--- config.mk ---
export PLATFORM = sky130hd
export DESIGN_NAME = regfile_arbiter
export DESIGN_NICKNAME = d
export VERILOG_FILES = /design/src/rtl/regfile_pkg.sv /design/src/rtl/rr_arbiter.sv /design/src/rtl/regfile_arbiter.sv
export SDC_FILE = /design/constraint.sdc
export NUM_CORES = 1
export LEC_CHECK = 0
export CAP_MARGIN = 20
export CORE_UTILIZATION = 36
export CTS_BUF_LIST = sky130_fd_sc_hd__clkbuf_16
export CTS_CLUSTER_DIAMETER = 30
export DETAILED_ROUTE_END_ITERATION = 8
export GPL_TIMING_DRIVEN = 0
export PLACE_DENSITY_LB_ADDON = 0.08
export SLEW_MARGIN = 20
export SYNTH_ARGS = -nofsm -noshare
export SYNTH_HDL_FRONTEND = slang
export SYNTH_SLANG_ARGS = --single-unit
--- constraint.sdc ---
create_clock -name clk -period 3 [get_ports clk]
set_input_delay 0.6 -clock clk [delete_from_list [all_inputs] [get_ports clk]]
set_output_delay 0.6 -clock clk [all_outputs]
set_load 0.01 [all_outputs]
--- src/rtl/regfile_pkg.sv ---
// Shared helpers for the regfile arbiter slice.
// Address-width derivation and packed-slice index helpers.
package regfile_pkg;

    function automatic int addr_w(input int n);
        return (n > 1) ? $clog2(n) : 1;
    endfunction

    function automatic int slice_lo(input int idx, input int w);
        return idx * w;
    endfunction

endpackage

--- src/rtl/rr_arbiter.sv ---
// Round-robin arbiter: one-hot grant from req, priority pointer
// moves past the winner whenever a grant is taken.
module rr_arbiter #(
    parameter int NREQ = 4
) (
    input  logic            clk,
    input  logic            reset,
    input  logic [NREQ-1:0] req,
    output logic [NREQ-1:0] grant,
    input  logic            advance
);

    localparam int PW = (NREQ > 1) ? $clog2(NREQ) : 1;

    logic [PW-1:0]   ptr;
    logic [PW-1:0]   ptr_nxt;
    logic [NREQ-1:0] mask;
    logic [NREQ-1:0] hi;
    logic [NREQ-1:0] pool;
    int              win;

    // Requests at or above the pointer win first, else wrap around.
    always_comb begin
        mask = '0;
        for (int i = 0; i < NREQ; i++) begin
            mask[i] = (i >= int'(ptr));
        end
        hi    = req & mask;
        pool  = (|hi) ? hi : req;
        grant = '0;
        win   = 0;
        for (int i = NREQ - 1; i >= 0; i--) begin
            if (pool[i]) begin
                grant    = '0;
                grant[i] = 1'b1;
                win      = i;
            end
        end
        ptr_nxt = (win == NREQ - 1) ? '0 : PW'(win + 1);
    end

    always_ff @(posedge clk) begin
        if (reset) begin
            ptr <= '0;
        end else if (advance && |grant) begin
            ptr <= ptr_nxt;
        end
    end

endmodule

--- src/rtl/regfile_arbiter.sv ---
// Shares one regfile read and one write port among NREQ requesters,
// with next-cycle read response and same-cycle write-to-read bypass.
module regfile_arbiter
    import regfile_pkg::*;
#(
    parameter  int N          = 8,
    parameter  int WIDTH      = 32,
    parameter  int NREQ       = 4,
    localparam int ADDR_WIDTH = addr_w(N)
) (
    input  logic                       clk,
    input  logic                       reset,
    input  logic [NREQ-1:0]            req_valid,
    input  logic [NREQ-1:0]            req_we,
    input  logic [NREQ*ADDR_WIDTH-1:0] req_addr,
    input  logic [NREQ*WIDTH-1:0]      req_wdata,
    output logic [NREQ-1:0]            req_ready,
    output logic [NREQ-1:0]            rsp_valid,
    output logic [WIDTH-1:0]           rsp_data,
    output logic                       R_en,
    output logic [ADDR_WIDTH-1:0]      R_addr,
    input  logic [WIDTH-1:0]           R_data,
    output logic                       W_en,
    output logic [ADDR_WIDTH-1:0]      W_addr,
    output logic [WIDTH-1:0]           W_data
);

    localparam logic [ADDR_WIDTH:0] NV = (ADDR_WIDTH + 1)'(N);

    logic [ADDR_WIDTH-1:0] addr_v  [NREQ];
    logic [WIDTH-1:0]      wdata_v [NREQ];

    logic [NREQ-1:0]       rd_cand;
    logic [NREQ-1:0]       wr_cand;
    logic [NREQ-1:0]       rd_grant;
    logic [NREQ-1:0]       wr_grant;
    logic [ADDR_WIDTH-1:0] rd_addr;
    logic [ADDR_WIDTH-1:0] wr_addr;
    logic [WIDTH-1:0]      wr_data;
    logic                  rd_go;
    logic                  wr_go;
    logic                  rd_ok;
    logic                  wr_ok;
    logic                  bypass;

    logic [NREQ-1:0]       rsp_q;
    logic                  byp_q;
    logic                  oob_q;
    logic [WIDTH-1:0]      byp_data_q;

    for (genvar g = 0; g < NREQ; g++) begin : g_slice
        assign addr_v[g]  = req_addr[slice_lo(g, ADDR_WIDTH) +: ADDR_WIDTH];
        assign wdata_v[g] = req_wdata[slice_lo(g, WIDTH) +: WIDTH];
    end

    assign rd_cand = req_valid & ~req_we;
    assign wr_cand = req_valid & req_we;

    rr_arbiter #(.NREQ(NREQ)) u_rd_arb (
        .clk     (clk),
        .reset   (reset),
        .req     (rd_cand),
        .grant   (rd_grant),
        .advance (~reset)
    );

    rr_arbiter #(.NREQ(NREQ)) u_wr_arb (
        .clk     (clk),
        .reset   (reset),
        .req     (wr_cand),
        .grant   (wr_grant),
        .advance (~reset)
    );

    always_comb begin
        rd_addr = '0;
        wr_addr = '0;
        wr_data = '0;
        for (int i = 0; i < NREQ; i++) begin
            if (rd_grant[i]) begin
                rd_addr = addr_v[i];
            end
            if (wr_grant[i]) begin
                wr_addr = addr_v[i];
                wr_data = wdata_v[i];
            end
        end
    end

    assign rd_go = ~reset & (|rd_grant);
    assign wr_go = ~reset & (|wr_grant);
    assign rd_ok = {1'b0, rd_addr} < NV;
    assign wr_ok = {1'b0, wr_addr} < NV;

    assign req_ready = reset ? '0 : (rd_grant | wr_grant);

    assign R_en   = rd_go & rd_ok;
    assign R_addr = rd_go ? rd_addr : '0;
    assign W_en   = wr_go & wr_ok;
    assign W_addr = wr_go ? wr_addr : '0;
    assign W_data = wr_go ? wr_data : '0;

    // Regfile is read-before-write, so a colliding read needs the new data.
    assign bypass = R_en & W_en & (rd_addr == wr_addr);

    always_ff @(posedge clk) begin
        if (reset) begin
            rsp_q      <= '0;
            byp_q      <= 1'b0;
            oob_q      <= 1'b0;
            byp_data_q <= '0;
        end else begin
            rsp_q      <= rd_go ? rd_grant : '0;
            byp_q      <= bypass;
            oob_q      <= rd_go & ~rd_ok;
            byp_data_q <= bypass ? wr_data : '0;
        end
    end

    assign rsp_valid = reset ? '0 : rsp_q;

    always_comb begin
        rsp_data = '0;
        if (!reset && (|rsp_q) && !oob_q) begin
            rsp_data = byp_q ? byp_data_q : R_data;
        end
    end

endmodule

==> impl_results.md, run 1 <==
* Outcome: finished, violations left
* Violated checks: DRC, setup timing
* Final Max Slew Viols at 0
* Residual DRC at 7
* Number of synthesized flops with an enable pin at 0
* Routability-driven placement congestion ratio at 0.867
* Maximum Capacitance Violations at 0
* GRT Overall Usage at 31.5%
* Post-route ant nets at 0
* CTS tree: built
* Crit path time final at 3.14 ns
* Worst vdd ir at 282 uV
* Clk sinks at 41
* Setup TNS at -0.319 ns
* Post-layout util at 73.4%
* Adder-cell share of the synthesized area at 0%
* Slew at the pin with the worst max-slew slack at 0.820 ns
* Initial antenna violation count at 0
* Hold_buf cts at 0
* Max FO, Critical Path at 7
* Placed inst area at 0.00641 sq mm
* Initial drt markers at 295
* Yosys cell types at 64
* GR Overflow Total at 0
* Clk pwr share at 21.2%
* Layout area overhead at 96.2%
* First-pass GRT wire length at 25.6 mm
* HP Class: flip-flop to flip-flop
* Pwr dens at 351 mW/mm^2
* Num CTS Buffers at 5
* Port Buf Inserts at 257
* Fmax at 319 MHz
* Vias in the first global route at 4815
* Area of the core at 0.00982 sq mm
* Detailed Routing Iterations Pass 1 at 9
* P_leak at 2.92 nW
* Die ar. at 0.0106 sq mm
* Clock tree buffer depth at 2
* Part of the power in registers at 23.0%
* Share of layout cells above drive strength 1 at 26.1%
* Crit path capture type: primary output
* CP Class: flip-flop to primary output
* Final net count at 970
* Routed wire length at 18.2 mm
* HPWL after detailed placement at 13.6 mm
* Power Total at 2.53 mW
* Arr. time, crit path at 2.54 ns
* Starting Density at 37.4%
* Most frequent cells in the layout: clkdlybuf4s50_1 (211), nor2_1 (105), buf_4 (55), dfxtp_1 (40), a222oi_1 (33)
* Largest net degree at the start of global routing at 14
* Syn nets at 655
* Post-route worst setup slack at -0.137 ns
* WP data required at 2.40 ns
* Yosys warning count at 0
* Row count at 36
* Synth Cell Area at 0.00367 sq mm
* FFs w/ async S/R, synth at 0%
* ANT cells at 0
* RSZ-0062 raised after global routing: true
* Die Height at 103 um
* Final hold viol count at 0
* CTS Root Cell: clkbuf_16
* Slew headroom at 45.3%
* Mux cell area share after synthesis at 8.72%
* Ports at 262
* Internal cell power at 1.59 mW
* Most common cell after layout, fill and taps aside: clkdlybuf4s50_1
* Main combinational cell family by area after synthesis: simple AND/OR/NAND/NOR gates
* Final Skew at 0.0107 ns
* Final setup viols at 7
* Post-synth top flop: dfxtp_1
* Clk slew on worst S/H paths at 0.07 ns
* Wire per inst at 19.7 um
* Cell count after synthesis at 473
* Via count at 5208
* Crit share post-route at 105%
* H-Tree Level Count at 2
* Logic pwr share at 55.9%
* Clk_lat worst skew at 0.29 ns
* Die Span X at 103 um
* Simple-gate portion of the synthesized area at 32.0%
* Post-route cell area at 0.00721 sq mm
* Vias per cell at 5.65
* Critical Path Source Type: flip-flop
* Seq cells post-synth at 41
* Area fraction in compound gates after synthesis at 29.1%
* Syn Area/Cell at 7.76 sq um
* Xor and xnor area share after synthesis at 0.681%
* Sequential fraction of the synthesis area at 22.4%
* NetSw at 0.946 mW
* Switching Share at 37.4%
-- cell usage after synthesis, drive strengths merged (2+ instances only) --
library cell  instances  share of area, %
a2111oi               2              0.65
a211oi                3              0.61
a21o                 25               5.1
a21oi                19               2.6
a221oi                2              0.48
a222oi               33               9.0
a22o                  2              0.48
a22oi                 4               1.1
a32o                  3              0.82
and2                  6               1.0
and2b                 3              0.61
buf                  19               3.4
clkbuf               27               2.8
dfxtp                41                22
inv                   9              0.92
mux2i                32               8.7
nand2                29               3.0
nand2b                5              0.85
nand3                 4              0.89
nor2                110                11
nor2b                 8               1.4
nor3                 12               1.8
nor4                 28               9.4
o211ai                4               1.1
o21ai                12               1.7
o22ai                 3              0.51
o32ai                 4               1.4
o41ai                 2              0.48
or3                   2              0.34
xor2                  2              0.68
-- stage by stage --
stage / hold slack, ns / worst slack (ns) / instances
global route: 0.763 / -0.149 / 922
detailed placement: 0.760 / -1.38 / 863
global placement: 0.746 / -1.44 / 863
finish: 0.745 / -0.137 / 922
CTS: 0.733 / -0.174 / 906
floorplan: 0.654 / 0.239 / 473
-- final timing paths --
| kind | from | to | slack (ns) | depth (start not counted) |
|---|---|---|---|---|
| max reg2reg | u_wr_arb.ptr[1] | byp_data_q[16] | 0.37 | 10 |
| max | u_wr_arb.ptr[1] | W_data[9] | -0.14 | 11 |
| min reg2reg | u_wr_arb.ptr[1] | u_wr_arb.ptr[1] | 0.74 | 3 |
| min | u_wr_arb.ptr[1] | u_wr_arb.ptr[1] | 0.74 | 3 |
-- power groups by stage --
stage	sequential, mW	clock (mW)	combinational (mW)
final	0.582	0.536	1.41
after global routing	0.583	0.561	1.50
after CTS	0.581	0.537	1.35
after detailed placement	0.591	0	1.22
after global placement	0.591	0	1.21
after floorplan	0.587	0	0.669
-- sequential cells by signal, indices dropped and copies added, names as in the netlist --
name          count
rsp_q             4
byp_data_q       32
u_wr_arb.ptr      2
u_rd_arb.ptr      2
byp_q             1
-- cell families (layout without fill, tap and decap cells) --
group           Yosys count  after routing
compound gates          130            130
xor+xnor                  2              2
buf+inv                  55            371
flops                    41             41
mux                      32             32
simple gates            213            213
-- final cells by class --
type                    instances  area, sq um
plain buffers                  45          387
clock buffers                   5          125
clock inverters                 3         17.5
fillers                       788         2610
inverters                       9         37.5
multi-input cells             377         2820
flip-flops and latches         41          822
well taps                     133          166
repair buffers                309         2830
-- critical path: stages, from the launching register on --
cell	delay, ns
dfxtp_2	0.34
buf_6	0.13
clkinvlp_4	0.15
a21oi_4	0.20
o32ai_4	0.14
buf_6	0.16
buf_12	0.12
clkbuf_16	0.14
a222oi_1	0.43
a21o_1	0.22
nor2_1	0.05
buf_2	0.15
-- layer usage --
| layer | up-vias | wire length [um] | global-route usage [%] |
|---|---|---|---|
| met5 | - | 0 | 0 |
| met4 | 0 | 446 | 8.34 |
| met3 | 32 | 1630 | 7.25 |
| met2 | 271 | 8990 | 56.8 |
| met1 | 2495 | 7120 | 37.5 |
| li1 | 2410 | - | - |
-- repair_timing --
action                                  CTS  global route
cloned                                    2             1
pin swaps                                52            31
endpoints found under the setup margin  107            63
resized for setup                       211            53
setup buffers                            34            16
Power figures use the tool's default switching activity.
==> inputs of run 2 (changes only) <==
--- a/config.mk
+++ b/config.mk
@@ -12,6 +12,7 @@
 export DETAILED_ROUTE_END_ITERATION = 8
 export GPL_TIMING_DRIVEN = 0
 export PLACE_DENSITY_LB_ADDON = 0.08
+export SETUP_SLACK_MARGIN = 0.02
 export SLEW_MARGIN = 20
 export SYNTH_ARGS = -nofsm -noshare
 export SYNTH_HDL_FRONTEND = slang
==> run 2 against run 1 <==
Against the previous run:
- the flow finishes with violations (setup timing)
- utilization increased by 0.64 points
- clock-buffer cell count unchanged
- first-iteration DRC count increased by 17%
- non-clock buffer count increased by 6
- clock power increased by 0.9%
- cell area increased by 0.87%
- total power increased by 0.98%
- critical path depth increased by 1
- routed wire length increased by 2.2%
- sequential power about the same
- critical endpoint is now W_data[29]
- largest power group unchanged
==> impl_results.md, run 2 (synthesis gave the netlist of run 1 again) <==
* RSZ-0062 raised after global routing: true
* Area of the core at 0.00982 sq mm (unchanged)
* Regs by FF count: byp_data_q: 32 flops, rsp_q: 4 flops
* Final Max Slew Viols at 0 (unchanged)
* Reg with most FFs: byp_data_q
* Outcome: finished, violations left
* CP Class: flip-flop to primary output
* GRT Overall Usage at 31.4% (-0.16 points)
* Detailed Routing Iterations Pass 1 at 6 (-3)
* Slew at the pin with the worst max-slew slack at 0.824 ns (+0.00330 ns)
* Share of layout cells above drive strength 1 at 27.0% (+0.94 points)
* Placed insts at 863 (unchanged)
* Row count at 36 (unchanged)
* Ports at 262 (unchanged)
* Final net count at 976 (+0.62%)
* CTS tree: built
* FF-to-FF path depth at 11 (+1)
* Largest net degree at the start of global routing at 14 (unchanged)
* CP top delay family: compound AO/OA/AOI/OAI gates
* Max reg flops at 32 (unchanged)
* P_leak at 2.96 nW (+1.6%)
* Arr. time, crit path at 2.54 ns (about the same)
* CP max stage delay at 0.44 ns (about the same)
* Layout area overhead at 97.9%
* WP data required at 2.40 ns (about the same)
* Routability-driven placement congestion ratio at 0.867 (unchanged)
* Num CTS Buffers at 5 (unchanged)
* Crit share post-route at 105% (+0.18 points)
* Fill count at 774 (-1.8%)
* Die Height at 103 um (unchanged)
* Clk slew on worst S/H paths at 0.07 ns (about the same)
* Residual DRC at 0 (-7)
* Post-route worst setup slack at -0.142 ns (-0.00529 ns)
* CTS Root Cell: clkbuf_16
* Max FO, Critical Path at 6 (-1)
* Routed wire length at 18.6 mm (+2.2%)
* Final Skew at 0.0127 ns (+0.00198 ns)
* CP cell instances: buf_6, clkinvlp_4, a21oi_4, o32ai_4, clkbuf_8, buf_6, buf_6, a222oi_1, nand2_1, o21ai_2, nor2_1, buf_2
* HP Class: flip-flop to flip-flop
* Vias per cell at 5.65 (about the same)
* Die ar. at 0.0106 sq mm (unchanged)
* CP max stage cell: a222oi_1
* R2R Setup Slk at 0.28 ns (-0.09 ns)
* Wire per inst at 20.0 um (+1.6%)
* Clk_lat worst skew at 0.29 ns (about the same)
* Worst Path Buf+Inv at 6 (unchanged)
* Starting Density at 37.4% (unchanged)
* R2r startpoint: u_wr_arb.ptr[1]
* GR Overflow Total at 0 (unchanged)
* Most frequent cells in the layout: clkdlybuf4s50_1 (210), nor2_1 (106), buf_4 (57), dfxtp_1 (40), a222oi_1 (33)
* Setup TNS at -0.381 ns (-0.0621 ns)
* Hold_buf cts at 0 (unchanged)
* Most common cell after layout, fill and taps aside: clkdlybuf4s50_1
* Layout Cells excl Fill at 928 (+0.65%)
* Final hold viol count at 0 (unchanged)
* Hold Crit Depth at 3 (unchanged)
* Vias in the first global route at 4825 (+0.21%)
* Crit path capture type: primary output
* Slew headroom at 45.1% (-0.22 points)
* First-pass GRT wire length at 25.4 mm (-0.84%)
* Clk sinks at 41 (unchanged)
* Maximum Capacitance Violations at 0 (unchanged)
* Final setup viols at 7 (unchanged)
* Worst r2r dst: byp_data_q[16]
* Critical Path Source Type: flip-flop
* Via count at 5244 (+0.69%)
* Post-route ant nets at 0 (unchanged)
* WHS at 0.735 ns (-0.00950 ns)
* Violated checks: setup timing
* HPWL after detailed placement at 13.6 mm (unchanged)
* Port Buf Inserts at 257 (unchanged)
* Initial drt markers at 345 (+17%)
* Initial antenna violation count at 0 (unchanged)
* Most frequent cell on the critical path: buf_6
* Fmax at 318 MHz (-0.17%)
* ANT cells at 0 (unchanged)
* Die Span X at 103 um (unchanged)
* Pwr dens at 352 mW/mm^2 (+0.11%)
* Hold path endpoint: u_wr_arb.ptr[1]
* Worst vdd ir at 270 uV (-4.1%)
* Crit path time final at 3.14 ns (+0.00529 ns)
* Clock tree buffer depth at 2 (unchanged)
* HP Start: u_wr_arb.ptr[1]
* H-Tree Level Count at 2 (unchanged)
==> run 2: where the power goes <==
part | total (mW) | switching [mW] | internal [mW]
registers | 0.581 | 0.0112 | 0.570
logic | 1.44 | 0.711 | 0.724
clock network | 0.541 | 0.235 | 0.306
==> run 2: metrics by stage <==
step | cell area [sq um] | utilization (%) | power [mW] | setup slack [ns]
6_report | 7270 | 74.0 | 2.56 | -0.142
5_1_grt | 7270 | 74.0 | 2.66 | -0.153
4_1_cts | 7020 | 71.5 | 2.46 | -0.0841
3_5_place_dp | 6410 | 65.3 | 1.81 | -1.38
3_3_place_gp | 6410 | 65.3 | 1.80 | -1.44
2_1_floorplan | 3670 | - | 1.26 | 0.239
==> run 2: final cells by class <==
| class | instances | area [sq um] | share of cell area, % |
|---|---|---|---|
| multi-input combinational | 377 | 2790 | 38.4 |
| timing repair buffer | 314 | 2880 | 39.6 |
| buffer | 46 | 428 | 5.89 |
| clock buffer | 5 | 125 | 1.72 |
| tap | 133 | 166 | 2.29 |
| sequential | 41 | 822 | 11.3 |
| clock inverter | 3 | 17.5 | 0.241 |
| inverter | 9 | 37.5 | 0.516 |
==> run 2: how the worst max path moves through the flow <==
stage | from | end | cells after the start
floorplan | req_we[0] | W_data[17] | 9
global placement | req_valid[3] | W_data[5] | 10
detailed placement | req_valid[3] | W_data[5] | 10
CTS | req_valid[1] | R_addr[1] | 8
global route | u_wr_arb.ptr[1] | W_data[29] | 12
finish | u_wr_arb.ptr[1] | W_data[29] | 12
==> run 2: metal layers <==
layer	part of all wire [%]	up-vias	track usage, %
li1	-	2431	-
met3	9.4	26	6.92
met2	50	290	56.8
met5	0	-	0
met1	39	2497	37.6
met4	1.6	0	7.48
==> run 2: timing repair <==
item | in CTS | in global routing
gates resized for setup | 229 | 54
gates cloned | 2 | 2
setup endpoints to repair | 107 | 75
endpoints found under the hold margin | 0 | 0
setup buffers | 36 | 17
pin swaps | 51 | 37
==> run 2: worst register-to-register path: stages, from the launching register on <==
cell and delay [ns]:
dfxtp_2 0.34, buf_6 0.13, buf_4 0.14, nor2b_1 0.06, o211ai_2 0.17, nand2_2 0.11, buf_4 0.15, a222oi_1 0.31
a21oi_1 0.17, xor2_1 0.48, buf_2 0.42, nor4_2 0.09
